==> src/rtl/rf_pkg.sv <==
// Shared sizing constants and helpers for the multi-port register file.
// Port-slice macro: element i of a flat bus of w-bit fields.
`ifndef RF_SLICE
`define RF_SLICE(i, w) (i)*(w) +: (w)
`endif

package rf_pkg;

    function automatic int clog2(input int v);
        int r;
        r = 0;
        while ((1 << r) < v) r++;
        return r;
    endfunction

    localparam int RF_DW    = 32;
    localparam int RF_DEPTH = 32;
    localparam int RF_AW    = clog2(RF_DEPTH);
    localparam int REG_ZERO = 1;

endpackage

==> src/rtl/rf_scoreboard.sv <==
// Per-register pending-producer bits with issue/writeback/flush priority and a registered busy count.
module rf_scoreboard
    import rf_pkg::*;
#(
    parameter  int DEPTH   = RF_DEPTH,
    parameter  int NWR     = 1,
    parameter  int ZERO_R0 = REG_ZERO,
    localparam int AW      = clog2(DEPTH)
) (
    input  logic                clk,
    input  logic                rst_n,
    input  logic [NWR-1:0]      wr_en,
    input  logic [NWR*AW-1:0]   wr_addr,
    input  logic                iss_en,
    input  logic [AW-1:0]       iss_addr,
    input  logic                flush,
    output logic [DEPTH-1:0]    busy,
    output logic [AW:0]         busy_cnt
);

    logic [DEPTH-1:0] busy_nx;
    logic [AW:0]      cnt_nx;

    // Flush beats issue, issue beats writeback clear (a new producer supersedes the old one).
    always_comb begin
        busy_nx = busy;
        cnt_nx  = '0;
        for (int r = 0; r < DEPTH; r++) begin
            for (int j = 0; j < NWR; j++)
                if (wr_en[j] && wr_addr[`RF_SLICE(j, AW)] == AW'(r)) busy_nx[r] = 1'b0;
            if (iss_en && iss_addr == AW'(r)) busy_nx[r] = 1'b1;
            if (flush) busy_nx[r] = 1'b0;
        end
        if (ZERO_R0 != 0) busy_nx[0] = 1'b0;
        for (int r = 0; r < DEPTH; r++) cnt_nx = cnt_nx + (AW+1)'(busy_nx[r]);
    end

    always_ff @(posedge clk or negedge rst_n) begin
        if (!rst_n) begin
            busy     <= '0;
            busy_cnt <= '0;
        end else begin
            busy     <= busy_nx;
            busy_cnt <= cnt_nx;
        end
    end

endmodule

==> src/rtl/regfile_multiport_sb.sv <==
// NRD-read / NWR-write register file with same-cycle write->read bypass and a pending scoreboard.
module regfile_multiport_sb
    import rf_pkg::*;
#(
    parameter  int DW      = RF_DW,
    parameter  int DEPTH   = RF_DEPTH,
    parameter  int NRD     = 2,
    parameter  int NWR     = 1,
    parameter  int ZERO_R0 = REG_ZERO,
    localparam int AW      = clog2(DEPTH)
) (
    input  logic                clk,
    input  logic                rst_n,
    input  logic [NRD*AW-1:0]   rd_addr,
    output logic [NRD*DW-1:0]   rd_data,
    output logic [NRD-1:0]      rd_busy,
    input  logic [NWR-1:0]      wr_en,
    input  logic [NWR*AW-1:0]   wr_addr,
    input  logic [NWR*DW-1:0]   wr_data,
    input  logic                iss_en,
    input  logic [AW-1:0]       iss_addr,
    input  logic                flush,
    output logic [AW:0]         busy_cnt
);

    logic [DW-1:0]    mem [DEPTH];
    logic [DEPTH-1:0] busy;

    rf_scoreboard #(.DEPTH(DEPTH), .NWR(NWR), .ZERO_R0(ZERO_R0)) u_sb (
        .clk      (clk),
        .rst_n    (rst_n),
        .wr_en    (wr_en),
        .wr_addr  (wr_addr),
        .iss_en   (iss_en),
        .iss_addr (iss_addr),
        .flush    (flush),
        .busy     (busy),
        .busy_cnt (busy_cnt)
    );

    for (genvar r = 0; r < DEPTH; r++) begin : g_reg
        if (ZERO_R0 != 0 && r == 0) begin : g_zero
            assign mem[r] = '0;
        end else begin : g_store
            logic          hit;
            logic [DW-1:0] wd;
            logic [DW-1:0] q;

            // Ascending scan: the highest-index matching port is the one that sticks.
            always_comb begin
                hit = 1'b0;
                wd  = '0;
                for (int j = 0; j < NWR; j++)
                    if (wr_en[j] && wr_addr[`RF_SLICE(j, AW)] == AW'(r)) begin
                        hit = 1'b1;
                        wd  = wr_data[`RF_SLICE(j, DW)];
                    end
            end

            always_ff @(posedge clk or negedge rst_n) begin
                if (!rst_n)   q <= '0;
                else if (hit) q <= wd;
            end

            assign mem[r] = q;
        end
    end

    for (genvar i = 0; i < NRD; i++) begin : g_rd
        logic [AW-1:0] ra;
        logic [DW-1:0] rv;
        logic          byp;
        logic          rb;

        assign ra = rd_addr[`RF_SLICE(i, AW)];

        always_comb begin
            rv  = mem[ra];
            byp = 1'b0;
            for (int j = 0; j < NWR; j++)
                if (wr_en[j] && wr_addr[`RF_SLICE(j, AW)] == ra) begin
                    byp = 1'b1;
                    rv  = wr_data[`RF_SLICE(j, DW)];
                end
            rb = busy[ra] & ~byp;
            if (ZERO_R0 != 0 && ra == '0) begin
                rv = '0;
                rb = 1'b0;
            end
        end

        assign rd_data[`RF_SLICE(i, DW)] = rv;
        assign rd_busy[i]                = rb;
    end

endmodule

==> config.mk <==
export PLATFORM = sky130hd
export DESIGN_NAME = regfile_multiport_sb
export DESIGN_NICKNAME = d
export VERILOG_FILES = /design/src/rtl/rf_pkg.sv /design/src/rtl/rf_scoreboard.sv /design/src/rtl/regfile_multiport_sb.sv
export SDC_FILE = /design/constraint.sdc
export NUM_CORES = 2
export LEC_CHECK = 0
export ABC_CLOCK_PERIOD_IN_PS = 6200
export BUFFER_PORTS_ARGS = -buffer_cell sky130_fd_sc_hd__buf_2
export CAP_MARGIN = 20
export CORE_MARGIN = 2
export CORE_UTILIZATION = 39
export DETAILED_ROUTE_END_ITERATION = 6
export GPL_TIMING_DRIVEN = 0
export PLACE_DENSITY = 0.66
export SLEW_MARGIN = 5
export SYNTH_ARGS = -nofsm -noshare
export SYNTH_HDL_FRONTEND = slang
export SYNTH_SLANG_ARGS = --single-unit
==> constraint.sdc <==
create_clock -name clk -period 6.2 [get_ports clk]
set_input_delay 0.93 -clock clk [delete_from_list [all_inputs] [get_ports clk]]
set_output_delay 0.93 -clock clk [all_outputs]
set_load 0.03 [all_outputs]
==> summary.md <==
| Metric | Value |
|---|---|
| Final instance area | 64,400 µm² |
| Die span in x | 386 µm |
| Post-synthesis xor/xnor area fraction | 0.00200 |
| Worst Path Arrival | 5230 ps |
| Total number of vias | 41,200 |
| CTS H-Tree Depth | 3 |
| Largest area contributor in the netlist | dfrtp_1 |
| RePlAce Congestion | 1.07 |
| Clock buffer count from CTS | 109 |
| Net Count, Synth | 4,088 |
| Synthesized area per cell | 14.2 µm² |
| Seq/Total Area, Yosys | 0.453 |
| CP Max Fanout | 10 |
| Post-Synth Simple-Gate Area | 0.0307 |
| Vias in the first global route | roughly 40,000 |
| Cell Area, Synth | 56,900 µm² |
| Syn Inst Count | 3,999 |
| Layout cell share with drive strength beyond 1 | 0.475 |
| Maxcap violations | 0 |
| GRT Overall Usage | 0.306 |
| FF-to-FF Start | u_sb.busy[2]$_DFF_PN0_ |
| Initial antenna violation count | 42 |
| Fmax | between 0.15 and 0.2 GHz |
| Area contributors post-synth | dfrtp_1 45%, mux2_2 22%, mux4_2 17%, mux2i_1 2.6%, clkbuf_1 1.3% |
| TritonCTS Sinks | 1,029 |
| Die Height | 386 µm |
| FP Rows | 140 |
| IO Pins | ~130 |
| Largest family of logic cells by synthesized area | multiplexers |
| Yosys cell types | 64 |
| Status | finished with violations |
| Hold_sp | wr_data[16] |
| Net count, final | 4,341 |
| Clk_lat worst skew | 750 ps |
| Critical path launch point type | input pin |
| Failing checks | design-rule violations |
| Detailed Place HPWL | 171,000 µm |
| Residual DRC count | 5 |
| Longest Clk Path Bufs | 3 |
| Worst Setup End Kind | output pin |
| Die area | 149,000 µm² |
| Worst hold path class | input pin to flip-flop |
| Layout area overhead | 13.3% |
| Most frequent cells in the layout | 1,087 x mux2_2, 1,029 x dfrtp_1, 424 x mux4_2, 245 x buf_2, 211 x clkbuf_1 |
| GRT overflow | 0 |
| First-iteration detailed-routing DRC count | approximately 5,300 |
| Crit. Startpoint | rd_addr[2] |
| Final setup fails | 0 |
| Post-Synth Adder-Cell Area | 0.0101 |
| Core area | 145,000 µm² |
| WL/cell | 36.5 µm |
| Final hold vios | 0 |
| Synth top area share | 0.453 |
| Starting Density | 0.392 |
| Kind of critical path | input pin to output pin |
| Global-route wire length before repair | approximately 320,000 µm |
| Final min period | 6160 ps |
| Final Max Tran Viols | 0 |
| Largest net degree at the start of global routing | 159 |
| Yosys warnings | 0 |
| Top_reg_cell synth | dfrtp_1 |
| Synth Area in Compound Gates | 0.0579 |
| Post-synth EDFFs | 0 |
| CTS clk-pin slew, worst paths | 70 ps |
| Asr flop ratio synth | 1.00 |
| #FFs+latches synth | 1,029 |
| CTS tree | yes |
| Commonest non-fill, non-tap cell in the layout | mux2_2 |
| Pwr Density | 326 nW/µm² |
| Critical Path RT | between 5000 and 6000 ps |
| Max-Slew Margin vs Limit | 0.0593 |
| Post-DRT Antenna Nets | 0 |
| Routed Wire Length | 229,000 µm |
| Mux cell area share after synthesis | 0.409 |
| Root buffer cell | clkbuf_16 |
| Vias/cell | around 6.6 |
| Max VDD drop | 235 µV |
| Slew @ Worst Pin | 1410 ps |
| Final Core Density | 0.444 |
| Layout Skew | 8.93 ps |
| First-pass DRT Iterations | 7 |
| Cell area after placement | 60,300 µm² |
| IO Port Bufs | 116 |
| Leak | 28.0 nW |
| Final period util | 0.993 |
[worst paths after layout]
path | cells past startpoint | end | slack, ps
max | 7 | rd_data[17] | 40
max in group asynchronous | 6 | g_reg[6].g_store.q[5]$_DFFE_PN0P_ | 2770
max reg2reg | 16 | u_sb.busy_cnt[4]$_DFF_PN0_ | 1100
min in group asynchronous | 2 | u_sb.busy_cnt[4]$_DFF_PN0_ | 560
min | 2 | g_reg[31].g_store.q[16]$_DFFE_PN0P_ | 500
min reg2reg | 1 | g_reg[14].g_store.q[1]$_DFFE_PN0P_ | 520
[registers in the layout, indices dropped and copies added (netlist names)]
register,cells
g.g_store.q,992
u_sb.busy,31
u_sb.busy_cnt,6
[routing by layer]
layer / routed length, µm / global-route usage / vias to the layer above
met5: 199 / 0 / -
met4: 15000 / 0.172 / 32
met3: 30700 / 0.126 / 677
met2: 95300 / 0.429 / 2718
met1: 88000 / 0.399 / 21900
li1: - / - / 15900
[Yosys cell counts (40+ instances only)]
library cell,number
mux2i_1,146
inv_1,43
nand2_1,84
nand3_1,69
clkbuf_1,202
mux4_2,424
dfrtp_1,1029
a221oi_1,64
mux2_2,1087
buf_1,49
a22oi_1,40
buf_2,131
nor2_1,108
a22o_1,47
[power by group]
| part | switching (mW) | total, mW | internal [mW] |
|---|---|---|---|
| Combinational | 2.37 | 4.82 | 2.45 |
| Sequential | 0.950 | 8.94 | 7.99 |
| Clock | 2.99 | 7.21 | 4.22 |
[worst max-delay path: stages]
cell and delay (ps):
buf_2 360, clkbuf_1 820, clkbuf_1 910, clkbuf_1 650
o211ai_1 310, a31oi_1 850, buf_2 340
[logic make-up (layout without fill, tap and decap cells)]
| group | Yosys count | after routing |
|---|---|---|
| AOI/OAI and AO/OA | 429 | 429 |
| xor gates and xnor gates | 13 | 13 |
| adders and majority gates | 32 | 32 |
| buffers and inverters | 470 | 814 |
| DFF | 1029 | 1029 |
| muxes | 1657 | 1657 |
| other | 0 | 14 |
| and+or+nand+nor | 369 | 369 |
[per-stage QoR]
stage | std cells | hold slack [ps] | total power, mW | worst slack [ps] | setup TNS, ps
after floorplan | 3999 | 489 | 12.0 | 7.26 | 0
after global placement | 6032 | 500 | 13.5 | -18830 | -
after detailed placement | 6052 | 508 | 13.7 | -1570 | -6890
after CTS | 6254 | 478 | 20.8 | 8.18 | 0
after global routing | 6264 | 527 | 21.6 | -1.80 | -1.80
final | 6274 | 502 | 21.0 | 42.7 | 0
[layout make-up]
type	instances	area (µm²)
Timing Repair Buffer	147	1080
Antenna cell	14	35.0
Multi-Input combinational cell	2500	29100
Sequential cell	1029	25700
Clock buffer	150	3160
Buffer	421	2020
Clock inverter	52	721
Fill cell	13000	80800
Inverter	44	165
Tap cell	1917	2400
[what timing repair did]
item | 4_1_cts | 5_1_grt
hold buffers | 1 | 0
pin swaps | 1 | 5
setup buffers | 1 | 5
gates resized for setup | 42 | 9
setup endpoints to repair | 5 | 2
endpoints found under the hold margin | 3 | 0
Power figures use the tool's default switching activity.
